## src/rtl/addsub_pipe_param.sv

```systemverilog
// rtl/addsub_pipe_param.sv - carry-chained pipelined adder/subtractor, one STG_WIDTH slice per stage
// Optional signed-overflow flag: define ADDSUB_PIPE_OVF_EN.
module addsub_pipe_param #(
    parameter int DATA_WIDTH = 64,
    parameter int STG_WIDTH  = 16
) (
    input  logic                  clk,
    input  logic                  rst,
    input  logic                  i_en,
    input  logic                  i_sub,
    input  logic                  i_stall,
    input  logic [DATA_WIDTH-1:0] adda,
    input  logic [DATA_WIDTH-1:0] addb,
    output logic [DATA_WIDTH:0]   result,
    output logic                  o_en,
    output logic                  o_ovf
);
    localparam int NUM_STG = DATA_WIDTH / STG_WIDTH;
    localparam int MODE_W  = (NUM_STG > 1) ? NUM_STG - 1 : 1;

    logic                  advance;
    logic                  accept;
    logic [NUM_STG-1:0]    vld;
    logic [NUM_STG-1:0]    cy;
    logic [MODE_W-1:0]     mode;
    logic [DATA_WIDTH-1:0] sum_al;
    logic                  o_en_r;

`ifdef ADDSUB_PIPE_OVF_EN
    logic top_en;
    logic top_sa;
    logic top_sb;
    logic sgn_a;
    logic sgn_b;
    logic ovf_r;
`endif

    assign advance = ~i_stall;
    assign accept  = i_en & ~i_stall;

    // mode[k] belongs to the operation whose valid bit sits in vld[k]
    always_ff @(posedge clk or posedge rst) begin
        if (rst) begin
            vld  <= '0;
            mode <= '0;
        end else if (advance) begin
            vld[0]  <= accept;
            mode[0] <= i_sub;
            for (int k = 1; k < NUM_STG; k++) vld[k] <= vld[k-1];
            for (int k = 1; k < MODE_W; k++) mode[k] <= mode[k-1];
        end
    end

    for (genvar k = 0; k < NUM_STG; k++) begin : g_slice
        logic [STG_WIDTH-1:0] a_op;
        logic [STG_WIDTH-1:0] b_op;
        logic                 en_stg;
        logic                 sub_stg;
        logic                 cin;
        logic [STG_WIDTH-1:0] s_r;
        logic                 c_r;

        if (k == 0) begin : g_in
            assign a_op    = adda[STG_WIDTH-1:0];
            assign b_op    = addb[STG_WIDTH-1:0];
            assign en_stg  = accept;
            assign sub_stg = i_sub;
            assign cin     = i_sub;
        end else begin : g_skew
            logic [STG_WIDTH-1:0] a_sk [k];
            logic [STG_WIDTH-1:0] b_sk [k];
            always_ff @(posedge clk or posedge rst) begin
                if (rst) begin
                    for (int j = 0; j < k; j++) begin
                        a_sk[j] <= '0;
                        b_sk[j] <= '0;
                    end
                end else if (advance) begin
                    a_sk[0] <= adda[k*STG_WIDTH +: STG_WIDTH];
                    b_sk[0] <= addb[k*STG_WIDTH +: STG_WIDTH];
                    for (int j = 1; j < k; j++) begin
                        a_sk[j] <= a_sk[j-1];
                        b_sk[j] <= b_sk[j-1];
                    end
                end
            end
            assign a_op    = a_sk[k-1];
            assign b_op    = b_sk[k-1];
            assign en_stg  = vld[k-1];
            assign sub_stg = mode[k-1];
            assign cin     = cy[k-1];
        end

        always_ff @(posedge clk or posedge rst) begin
            if (rst) begin
                s_r <= '0;
                c_r <= 1'b0;
            end else if (advance && en_stg) begin
                {c_r, s_r} <= {1'b0, a_op} + {1'b0, b_op ^ {STG_WIDTH{sub_stg}}}
                              + {{STG_WIDTH{1'b0}}, cin};
            end
        end
        assign cy[k] = c_r;

        if (k == NUM_STG - 1) begin : g_top
            assign sum_al[k*STG_WIDTH +: STG_WIDTH] = s_r;
`ifdef ADDSUB_PIPE_OVF_EN
            assign top_en = en_stg;
            assign top_sa = a_op[STG_WIDTH-1];
            assign top_sb = b_op[STG_WIDTH-1] ^ sub_stg;
`endif
        end else begin : g_deskew
            localparam int DLY = NUM_STG - 1 - k;
            logic [STG_WIDTH-1:0] d [DLY];
            always_ff @(posedge clk or posedge rst) begin
                if (rst) begin
                    for (int j = 0; j < DLY; j++) d[j] <= '0;
                end else if (advance) begin
                    d[0] <= s_r;
                    for (int j = 1; j < DLY; j++) d[j] <= d[j-1];
                end
            end
            assign sum_al[k*STG_WIDTH +: STG_WIDTH] = d[DLY-1];
        end
    end

`ifdef ADDSUB_PIPE_OVF_EN
    // sign bits ride with the top slice so overflow is decided from the same operation
    always_ff @(posedge clk or posedge rst) begin
        if (rst) begin
            sgn_a <= 1'b0;
            sgn_b <= 1'b0;
        end else if (advance && top_en) begin
            sgn_a <= top_sa;
            sgn_b <= top_sb;
        end
    end

    always_ff @(posedge clk or posedge rst) begin
        if (rst) begin
            ovf_r <= 1'b0;
        end else if (advance && vld[NUM_STG-1]) begin
            ovf_r <= (sgn_a == sgn_b) && (sum_al[DATA_WIDTH-1] != sgn_a);
        end
    end
    assign o_ovf = ovf_r;
`else
    assign o_ovf = 1'b0;
`endif

    always_ff @(posedge clk or posedge rst) begin
        if (rst) begin
            result <= '0;
            o_en_r <= 1'b0;
        end else if (advance) begin
            o_en_r <= vld[NUM_STG-1];
            if (vld[NUM_STG-1]) result <= {cy[NUM_STG-1], sum_al};
        end
    end

    // a result landing just before a stall is held and presented once the stall lifts
    assign o_en = o_en_r & ~i_stall;

endmodule

```

## config.mk

```make
export PLATFORM = sky130hd
export DESIGN_NAME = addsub_pipe_param
export DESIGN_NICKNAME = d
export VERILOG_FILES = /design/src/rtl/addsub_pipe_param.sv
export SDC_FILE = /design/constraint.sdc
export NUM_CORES = 1
export LEC_CHECK = 0
export BUFFER_PORTS_ARGS = -buffer_cell sky130_fd_sc_hd__buf_2
export CAP_MARGIN = 10
export CORE_MARGIN = 1
export CORE_UTILIZATION = 50
export CTS_BUF_LIST = sky130_fd_sc_hd__clkbuf_2
export DETAILED_ROUTE_END_ITERATION = 16
export PLACE_DENSITY = 0.76
export SLEW_MARGIN = 30
export SYNTH_ARGS = -nofsm -noshare
export SYNTH_HDL_FRONTEND = slang
export SYNTH_SLANG_ARGS = --single-unit
export TNS_END_PERCENT = 30
```

## constraint.sdc

```tcl
create_clock -name clk -period 41.5 [get_ports clk]
set_input_delay 4.15 -clock clk [delete_from_list [all_inputs] [get_ports clk]]
set_output_delay 4.15 -clock clk [all_outputs]
set_load 0.03 [all_outputs]
```

======== Yosys cells after proc, flatten, opt, wreduce, memory -nomap -nowiden ========
Cells that the tools add are included.
cells by class
  add/sub/neg operators ................... 8
  bitwise logic cells ..................... 7
  reductions and logical operators ........ 5
operators by type and width
  kind                                       number
  16-bit by 16-bit adder with 17-bit output  4
  17-bit by 1-bit adder with 17-bit output   4
  16-bit XOR                                 4
  1-bit logical AND                          4
  1-bit AND                                  2
  2-bit AND reduction                        1
  1-bit inverter                             1
word-level totals
  bits in registers ....................... 429
  bits of input ports ..................... 133
  word-level logic and storage cells ...... 50

======== Depth between registers and ports, before layout ========
Gate-level depths: netlist (run 1).
  depth in word-level cells ............... 3
  mapped depth ............................ 11
  depth with buffers taken out ............ 9

======== Least setup slack after synthesis (run 1) ========
No wires, ideal clock.
  path kind ............................... input -> output
  from .................................... input port i_stall
  to ...................................... output port o_en
  arrival time ............................ 5.287 ns
  slack ................................... 32.063 ns
  stages .................................. 5
  path buffers ............................ 4
  cells stage by stage .................... clkbuf_1 -> clkbuf_1 -> buf_2 -> buf_2 -> nor2b_1
on the way
  word-level cells in the longest chain between the ends .. 2
ends and longest elaborated chain
  item                      RTL line  RTL
  from (decl)               11        input logic i_stall,
  1-bit inverter (no line)  --
  1-bit AND                 162       assign o_en = o_en_r & ~i_stall;
  to (decl)                 15        output logic o_en,
Every way passes these cells.

======== Worst setup path in the final report (run 1) ========
Same ends and word-level chain as after synthesis.

==> run summary, run 1 <==
Status: complete, no violations
I/O Buffers: 198
Cts bufs inserted: 108
Clk_skew: 76.5 ps
Power per cell area: 60.1 mW/mm2
H-tree depth: 3
WL per Instance: 15.7 um
Peak VDD IR: 0.0217 mV
Core Region: 0.0380 mm2
LEAKAGE: 10.3 nW
Final core utilization: 57.6%
TritonCTS Sinks: 429
Max_cap viols: 0
WL final: 36400 um
Share of layout cells above drive strength 1: 41.0%
Hold Slack: 437 ps
Final Power: 1.32 mW
Setup slack, reg-to-reg: 38120 ps
Skew-Pair Late Insertion Delay: 990 ps
First-pass GRT wire length: 60200 um
Comb power frac: 32.6%
Least-Margin Pin Slew: 871 ps
YS warnings: 0
RSZ-0062 raised after global routing: no
Worst setup slack after layout: 32460 ps
Peak fanout along the critical path: 73
Grt ovf: 0
Clock slew at reported path FFs: 100 ps
Num ports: 200
Hold_sp: g_slice[0].s_r[9]$_DFFE_PP0P_
Reg2reg end: g_slice[3].s_r[12]$_DFFE_PP0P_
Post-Syn Instances: 1486
Max Clk Rate: 111 MHz
RR Startpoint: mode[2]$_DFFE_PP0N_
Synthesized cell area: 0.0195 mm2
DRT Pass-1 Iters: 4
Drt drc: 0
Sw power: 0.471 mW
Seq pwr share: 46.3%
Vias in the first global route: 12.4k
Avg Cell Area, Syn: 13.1 um2
GP Congestion: 0.898
Final period util: 21.8%
Die ar.: 0.0397 mm2
Fin Setup TNS: 0 ps
WS Path Type: in2out
Critical path endpoint category: output port
Filler Cells Inserted: 3254
Critical path data arrival time: 4890 ps
Element type at the critical path start: input port
#FFs+latches synth: 429
Largest net degree at the start of global routing: 178
Row count: 71
P&R area growth vs syn: 12.6%
Clock tree from TritonCTS: done
Setup repair bufs after CTS: 0
Hold/Removal Path Class: reg2reg
Final Hold Fails: 0
DPL Wire Length: 24800 um
Pint: 0.845 mW
Initial antenna violation count: 1
Total GRT Usage: 18.9%
Nets: 1936
Hold path endpoint: g_slice[0].g_deskew.d[41]$_DFFE_PP0N_
Post-synth EDFFs: 0
Root buf cell: clkbuf_2
DP Worst Slack: 32470 ps
Critical Path RT: 37350 ps
Part of the Yosys area used for sequential elements: 55.2%
Routed vias/inst: 5.24
DIE WIDTH: 199 um
Slew margin rel.: 41.9%
Post-layout minimum cycle time: 9040 ps
Post-synth top flop: dfrtp_1
Die Ht: 199 um
Longest Clk Path Bufs: 3
Final setup violation count: 0
Routed Antenna Nets: 0
Sw Share: 35.8%
Path depth of the worst reg2reg path: 9
DRT iter0 DRCs: 511
Clk network pwr share: 21.1%
Min-Delay Path Depth: 1
Initial Util: 51.2%
Via count of the routed design: 12.2k
Mapped Nets: 1686
Slew Viols, Final: 0
Post_cts resized: 0
Hold-fix buffers, CTS: 0
Distinct cells, synth: 63
Ys async rst share: 100%
==> worst max-delay path, cell delays in order <==
cell and delay [ps]:
buf_8 380, nor2b_1 80, buf_2 190
==> kinds of logic (layout without fill, tap and decap cells) <==
kind of cell | Yosys count | in the layout | share of synthesized area, %
flops | 429 | 429 | 55.2
mux | 361 | 361 | 20.9
compound gates | 224 | 224 | 7.46
simple gates | 213 | 213 | 5.34
xor+xnor | 97 | 97 | 4.36
buf+inv | 94 | 415 | 2.22
fa+ha+maj | 67 | 67 | 4.58
other cells | 1 | 2 | 0.0193
==> placed cells by master, fill, tap and decap left out, types with 18 or more instances in the layout <==
| cell type | count |
|---|---|
| a21oi_1 | 45 |
| buf_2 | 197 |
| clkbuf_2 | 144 |
| clkinv_1 | 23 |
| dfrtp_1 | 428 |
| ha_1 | 60 |
| inv_1 | 25 |
| mux2_2 | 356 |
| nand2_1 | 92 |
| nor2_1 | 21 |
| nor3_1 | 18 |
| o21ai_0 | 69 |
| xnor2_1 | 26 |
| xor2_1 | 71 |
==> per-stage QoR <==
stage	std cells	instance area [um2]
3_5_place_dp	2133	20900
6_report	2319	21900
2_1_floorplan	1486	19500
4_1_cts	2314	21800
3_3_place_gp	2133	20900
5_1_grt	2319	21900
==> cell usage after synthesis, types with 14 or more instances <==
cell      count  area share (%)
buf_2        38            0.98
nand2_1      92             1.8
nor3_1       18            0.46
mux2_2      356              21
inv_1        26            0.50
xor2_1       71             3.2
a21o_1       14            0.54
ha_1         60             3.9
nand2b_1     16            0.51
o21ai_0      69             1.8
nor2b_1      14            0.45
dfrtp_1     429              55
clkbuf_1     26            0.50
nor2_1       21            0.41
xnor2_1      26             1.2
a21oi_1      45             1.2
==> registers in the layout, summed over array words and instances (netlist names) <==
| name | flops |
|---|---|
| mode | 3 |
| g_slice.a_op | 48 |
| g_slice.g_skew.b_sk | 48 |
| g_slice.g_deskew.d | 96 |
| g_slice.c_r | 4 |
| g_slice.g_skew.a_sk | 48 |
| vld | 4 |
| o_en_r | 1 |
| g_slice.b_op | 48 |
| result | 65 |
| g_slice.s_r | 64 |
==> power by group through the flow <==
| stage | Sequential (mW) | Combinational (mW) | Clock [mW] |
|---|---|---|---|
| 2_1_floorplan | 0.656 | 0.271 | 0 |
| 3_3_place_gp | 0.615 | 0.413 | 0 |
| 3_5_place_dp | 0.622 | 0.428 | 0 |
| 4_1_cts | 0.612 | 0.431 | 0.290 |
| 5_1_grt | 0.627 | 0.471 | 0.311 |
| 6_report | 0.609 | 0.430 | 0.277 |
==> per-layer routing <==
metal	track usage (%)	vias to the layer above	routed length, um
li1	-	5872	-
met1	24.9	5953	16700
met2	30.7	274	17600
met3	3.81	51	1570
met4	7.55	0	590
met5	0	-	0
==> worst max-delay path by stage <==
stage                  from                          to  slack [ps]
floorplan               rst  g_slice[0].c_r$_DFFE_PP0P_       25400
global placement    i_stall                        o_en       32450
detailed placement  i_stall                        o_en       32470
CTS                 i_stall                        o_en       32460
global route        i_stall                        o_en       32370
finish              i_stall                        o_en       32460
==> layout make-up <==
class                   instances  area, um2  area share [%]
diodes                          1       2.50          0.0114
clock buffers                 144        721            3.29
clock inverters                37        238            1.08
inverters                      26        105           0.480
multi-input cells             963       8310            37.9
flip-flops and latches        429      10700            49.0
well taps                     511        639            2.92
repair buffers                208       1160            5.30
(Power assumes the default switching activity.)
==> run 2, diff against run 1 <==
PLACE_DENSITY = 0.79   (was 0.76)
clock period = 7.3 ns   (was 41.5 ns; I/O delays follow)
==> run 2 against run 1 <==
  * Combinational power rose to 5.8 times the previous value
  * Setup slack worse by 28000 ps
  * Sequential power grew to 5.7 times the previous value
  * Wire length rose by 6.5%
  * Via count increased by 4.3%
  * Clock skew fell by 9.4 ps
  * Critical path type is now reg2reg
  * Non-clock buffer count increased by 101
  * Critical path depth rose by 6
  * First-iteration DRC count increased by 36%
  * Power rose to 5.8 times the previous value
  * Hold slack got worse by 250 ps
  * Utilization increased by 2.8 points
==> run summary, run 2 (synthesis gave the netlist of run 1 again) <==
CP peak stage delay: 970 ps (was 380 ps)
Slowest cell on crit path: dfrtp_1 (was buf_8)
Routed vias/inst: 5.21 (was 5.24)
Most frequent cells in the layout: dfrtp_1, mux2_2, buf_2 (unchanged)
DIE WIDTH: 199 um (unchanged)
WS Path Type: reg2reg (was in2out)
Largest net degree at the start of global routing: 191 (was 178)
Routed Antenna Nets: 0 (unchanged)
Placed instance area: 0.0209 mm2 (about the same)
Vias in the first global route: 13.2k (was 12.4k)
H-tree depth: 3 (unchanged)
Max_cap viols: 0 (unchanged)
GP Congestion: 0.877 (was 0.898)
Final period util: 44.5%
Peak fanout along the critical path: 18 (was 73)
Die ar.: 0.0397 mm2 (unchanged)
Share of layout cells above drive strength 1: 39.0% (was 41.0%)
WL per Instance: 16.0 um (was 15.7 um)
Clock tree from TritonCTS: done (unchanged)
Final setup violation count: 0 (unchanged)
Critical path endpoint category: register (was output port)
Peak VDD IR: 0.127 mV (was 0.0217 mV)
Critical Path RT: 8180 ps (was 37350 ps)
CP cell instances: xnor2_1 -> fa_1 -> fa_1 -> nor2b_1 -> o31a_1 -> o311ai_1 -> a21boi_0 -> xnor2_1 -> o21ai_0 (was buf_8 -> nor2b_1 -> buf_2)
Biggest register: g_slice.g_deskew.d (unchanged)
Regs by FF count: g_slice.g_deskew.d (96), result (65), g_slice.s_r (64) (unchanged)
Skew-Pair Late Insertion Delay: 1050 ps (was 990 ps)
Core Region: 0.0380 mm2 (unchanged)
Initial antenna violation count: 1 (unchanged)
Post-route cell area: 0.0230 mm2 (was 0.0219 mm2)
Die Ht: 199 um (unchanged)
Via count of the routed design: 12.7k (was 12.2k)
Grt ovf: 0 (unchanged)
I/O Buffers: 198 (unchanged)
Post_cts resized: 0 (unchanged)
Final Hold Fails: 0 (unchanged)
Num ports: 200 (unchanged)
Clk_skew: 67.0 ps (was 76.5 ps)
Max reg flops: 96 (unchanged)
Max Clk Rate: 308 MHz
WL final: 38800 um (was 36400 um)
DRT Pass-1 Iters: 5 (was 4)
Longest Clk Path Bufs: 3 (unchanged)
Final Power: 7.64 mW (was 1.32 mW)
Cts bufs inserted: 108 (unchanged)
First-pass GRT wire length: 64500 um (was 60200 um)
LEAKAGE: 10.8 nW (was 10.3 nW)
Row count: 71 (unchanged)
Status: complete, no violations (unchanged)
Nets: 2037 (was 1936)
P&R area growth vs syn: 18.1% (was 12.6%)
TritonCTS Sinks: 429 (unchanged)
DPL Wire Length: 25500 um (was 24800 um)
Root buf cell: clkbuf_2 (unchanged)
Element type at the critical path start: register (was input port)
Total GRT Usage: 20.3% (was 18.9%)
DRT iter0 DRCs: 696 (was 511)
Initial Util: 51.2% (unchanged)
Slew Viols, Final: 0 (unchanged)
Most common cell after layout, fill and taps aside: dfrtp_1 (unchanged)
Fin Setup TNS: 0 ps (unchanged)
Slew margin rel.: 37.1% (was 41.9%)
Least-Margin Pin Slew: 944 ps (was 871 ps)
Hold/Removal Path Class: in2reg (was reg2reg)
Power per cell area: 332 mW/mm2 (was 60.1 mW/mm2)
Drt drc: 0 (unchanged)
Final core utilization: 60.5% (was 57.6%)
RSZ-0062 raised after global routing: no (unchanged)
Clock slew at reported path FFs: 110 ps (was 100 ps)
Post-layout minimum cycle time: 3250 ps
Critical path data arrival time: 4130 ps (was 4890 ps)
run 2: path summary, 6_finish.rpt:
path / start / endpoint / slack, ps / cells after the start
worst max register to register: mode[0]$_DFFE_PP0N_ / g_slice[1].s_r[12]$_DFFE_PP0P_ / 4050 / 9
worst min register to register: g_slice[3].g_skew.a_sk[31]$_DFFE_PP0N_ / g_slice[3].a_op[15]$_DFFE_PP0N_ / 470 / 1
worst min-delay path: i_stall / vld[2]$_DFFE_PP0N_ / 190 / 3
max in group asynchronous: rst / g_slice[1].g_deskew.d[7]$_DFFE_PP0N_ / 5140 / 6
worst max-delay path: mode[0]$_DFFE_PP0N_ / g_slice[1].s_r[12]$_DFFE_PP0P_ / 4050 / 9
min in group asynchronous: rst / g_slice[3].g_skew.a_sk[20]$_DFFE_PP0N_ / 280 / 3
run 2: worst max-delay path, delay by kind of cell (launching register included):
kind	cells	cell delay, ps
xor gates and xnor gates	2	330
DFF	1	970
and+or+nand+nor	1	160
AOI/OAI and AO/OA	4	810
adders and majority gates	2	850
run 2: per-layer routing:
layer / track usage [%] / part of all wire (%) / vias up
met5: 0 / 0 / -
met4: 8.86 / 2.5 / 0
met1: 25.9 / 44 / 6214
met3: 4.46 / 4.9 / 72
met2: 33.3 / 48 / 312
li1: - / - / 6069
run 2: repair_timing:
item	CTS	global route
setup buffers	0	0
hold buffers	99	0
endpoints found under the hold margin	115	0
run 2: report_power, final:
part	total (mW)	switching, mW	leakage, nW	internal [mW]
registers	3.49	0.424	5.19	3.07
logic	2.48	1.35	4.81	1.13
clock network	1.66	0.952	0.756	0.713
total	7.64	2.73	10.8	4.91
run 2: stage by stage:
stage                     setup WS (ps)  hold WS [ps]  instances
final                              4050           187       2429
after global routing               3790           151       2429
after CTS                          4070          88.9       2424
after detailed placement           3940           463       2135
after global placement             3960           459       2135
after floorplan                     779           435       1486
run 2: cell type report:
| cell class | instances | area (um2) |
|---|---|---|
| Fill cell | 3097 | 15000 |
| Timing Repair Buffer | 309 | 2180 |
| Inverter | 26 | 101 |
| Tap cell | 511 | 639 |
| Sequential cell | 429 | 10700 |
| Multi-Input combinational cell | 963 | 8310 |
| Antenna cell | 1 | 2.50 |
| Clock buffer | 156 | 781 |
| Clock inverter | 34 | 241 |
==> run 3, diff against run 2 <==
PLACE_DENSITY = 0.76   (was 0.79)
clock period = 3.3 ns   (was 7.3 ns; I/O delays follow)
==> run 3 against run 2 <==
  * Clock skew up 12 ps
  * Largest power group unchanged
  * Sequential share of layout area decreased by 2.0 points
  * Design area increased by 4.4%
  * Clock power is 110% higher
==> run summary, run 3 (synthesis gave the netlist of run 1 again) <==
Clk_skew: 79.4 ps (was 67.0 ps)
Least-Margin Pin Slew: 754 ps (was 944 ps)
Fin Setup TNS: 0 ps (unchanged)
Biggest register: g_slice.g_deskew.d (unchanged)
Hold/Removal Path Class: in2reg (unchanged)
Most frequent CP cell: dlygate4sd3_1
Max_cap viols: 0 (unchanged)
H-tree depth: 3 (unchanged)
Status: complete, no violations (unchanged)
Slowest cell on crit path: dlygate4sd3_1 (was dfrtp_1)
Peak fanout along the critical path: 17 (was 18)
Num ports: 200 (unchanged)
DRT iter0 DRCs: 565 (was 696)
Regs by FF count: g_slice.g_deskew.d (96), result (65), g_slice.s_r (64) (unchanged)
DIE WIDTH: 199 um (unchanged)
TritonCTS Sinks: 429 (unchanged)
Final period util: 96.8%
Longest Clk Path Bufs: 3 (unchanged)
Power per cell area: 701 mW/mm2 (was 332 mW/mm2)
Crit path buffers/inverters: 5 (was 0)
Die Ht: 199 um (unchanged)
GP Congestion: 0.917 (was 0.877)
Slew margin rel.: 49.6% (was 37.1%)
P&R area growth vs syn: 23.3% (was 18.1%)
Routed Antenna Nets: 0 (unchanged)
Critical Path RT: 4130 ps (was 8180 ps)
Vias in the first global route: 13.8k (was 13.2k)
Filler Cells Inserted: 2968 (was 3097)
Routed vias/inst: 5.16 (was 5.21)
Final setup violation count: 0 (unchanged)
Initial Util: 51.2% (unchanged)
Cts bufs inserted: 105 (was 108)
Share of layout cells above drive strength 1: 37.1% (was 39.0%)
Skew-Pair Late Insertion Delay: 1000 ps (was 1050 ps)
Sequential cell area: 0.0107 mm2 (about the same)
Final Hold Fails: 0 (unchanged)
Largest delay contributor family on the critical path: buffers and inverters (was flip-flops)
Clock tree from TritonCTS: done (unchanged)
Largest net degree at the start of global routing: 117 (was 191)
Initial antenna violation count: 1 (unchanged)
Hold Slack: 121 ps (was 187 ps)
Critical path data arrival time: 4020 ps (was 4130 ps)
DPL Wire Length: 26600 um (was 25500 um)
Max reg flops: 96 (unchanged)
Element type at the critical path start: input port (was register)
Most frequent cells in the layout: dfrtp_1, mux2_2, dlygate4sd3_1 (was dfrtp_1, mux2_2, buf_2)
Die ar.: 0.0397 mm2 (unchanged)
Nets: 2143 (was 2037)
I/O Buffers: 198 (unchanged)
Grt ovf: 0 (unchanged)
Max Clk Rate: 313 MHz
Core Region: 0.0380 mm2 (unchanged)
Clock slew at reported path FFs: 110 ps (about the same)
First-pass GRT wire length: 66500 um (was 64500 um)
Slew Viols, Final: 0 (unchanged)
Post-layout minimum cycle time: 3190 ps
DRT Pass-1 Iters: 4 (was 5)
WS Path Type: in2reg (was reg2reg)
RSZ-0062 raised after global routing: no (unchanged)
Via count of the routed design: 13.1k (was 12.7k)
Most common cell after layout, fill and taps aside: dfrtp_1 (unchanged)
Row count: 71 (unchanged)
CP cell instances: dlygate4sd3_1 -> buf_6 -> xor2_1 -> inv_1 -> fa_1 -> nor2b_1 -> o31a_1 -> o211ai_1 -> a211oi_2 -> o21a_1 -> dlygate4sd3_1 -> o31ai_1 -> dlygate4sd3_1 (was xnor2_1 -> fa_1 -> fa_1 -> nor2b_1 -> o31a_1 -> o311ai_1 -> a21boi_0 -> xnor2_1 -> o21ai_0)
WL final: 40100 um (was 38800 um)
Total GRT Usage: 21.0% (was 20.3%)
Final Power: 16.8 mW (was 7.64 mW)
Root buf cell: clkbuf_2 (unchanged)
WL per Instance: 15.9 um (was 16.0 um)
Peak VDD IR: 0.281 mV (was 0.127 mV)
Drt drc: 0 (unchanged)
CP peak stage delay: 590 ps (was 970 ps)
Multi-input logic area: 0.00832 mm2 (was 0.00831 mm2)
LEAKAGE: 11.2 nW (was 10.8 nW)
Critical path endpoint category: register (unchanged)
## run 3: cell count changes in the layout (fill, tap and decap cells not counted), moves of 2 or more
cell / before / now
clkinv_2: 1 / 4
bufinv_16: 4 / 2
dlygate4sd3_1: 99 / 200
clkinvlp_4: 3 / 1
buf_12: 3 / 9
buf_4: 6 / 11
clkbuf_2: 156 / 150
buf_16: 3 / 0
## run 3: final timing paths
kind                                                             start                                     end  slack, ps  cells past startpoint
min in group asynchronous                                          rst           g_slice[3].s_r[9]$_DFFE_PP0P_        600                      4
worst max-delay path                                             i_sub          g_slice[0].s_r[14]$_DFFE_PP0P_        110                     13
max in group asynchronous                                          rst                  result[19]$_DFFE_PP0P_       1710                      5
worst min-delay path                                          adda[59]  g_slice[3].g_skew.a_sk[43]$_DFFE_PP0N_        120                      3
worst max register to register                     mode[0]$_DFFE_PP0N_          g_slice[1].s_r[15]$_DFFE_PP0P_        490                      9
worst min register to register  g_slice[3].g_skew.b_sk[29]$_DFFE_PP0N_         g_slice[3].b_op[13]$_DFFE_PP0N_        430                      1
## run 3: layout make-up
class | count | area share (%)
inverters | 26 | 0.422
well taps | 511 | 2.66
repair buffers | 418 | 13.6
flip-flops and latches | 429 | 44.7
multi-input cells | 963 | 34.6
diodes | 1 | 0.0104
clock buffers | 150 | 3.13
clock inverters | 33 | 0.777
## run 3: power by group
part	internal (mW)	leakage, nW	switching [mW]	total [mW]
clock network	1.38	0.717	2.07	3.44
logic	2.65	5.29	3.05	5.71
registers	6.79	5.19	0.894	7.69
## run 3: stage by stage
stage                     cell area [um2]  instances  setup slack (ps)  utilization, %
after global placement              21000       2147               651            55.3
after detailed placement            21000       2147               532            55.3
after floorplan                     19500       1486             -2820               -
after global routing                24000       2531              23.1            63.1
final                               24000       2531               106            63.1
after CTS                           24000       2530              96.7            63.1
## run 3: worst reg2reg max path, stage by stage (launching register included)
cell and delay [ps]:
dfrtp_1 460, buf_4 300, xor2_1 200, ha_1 310, and2_4 170, a221oi_2 290
a311oi_2 220, nor4_1 400, mux2i_1 240, nand3_1 80
## run 3: repair_timing
| item | 4_1_cts | 5_1_grt |
|---|---|---|
| hold buffers | 200 | 0 |
| endpoints found under the hold margin | 421 | 0 |
| setup buffers | 0 | 0 |
| gates resized for setup | 0 | 6 |
| endpoints found under the setup margin | 0 | 3 |
## run 3: metal layers
layer	wire length (um)	GRT usage, %
met1	17400	26.5
met2	20000	35.2
met3	1770	4.24
met4	977	9.09
met5	0	0
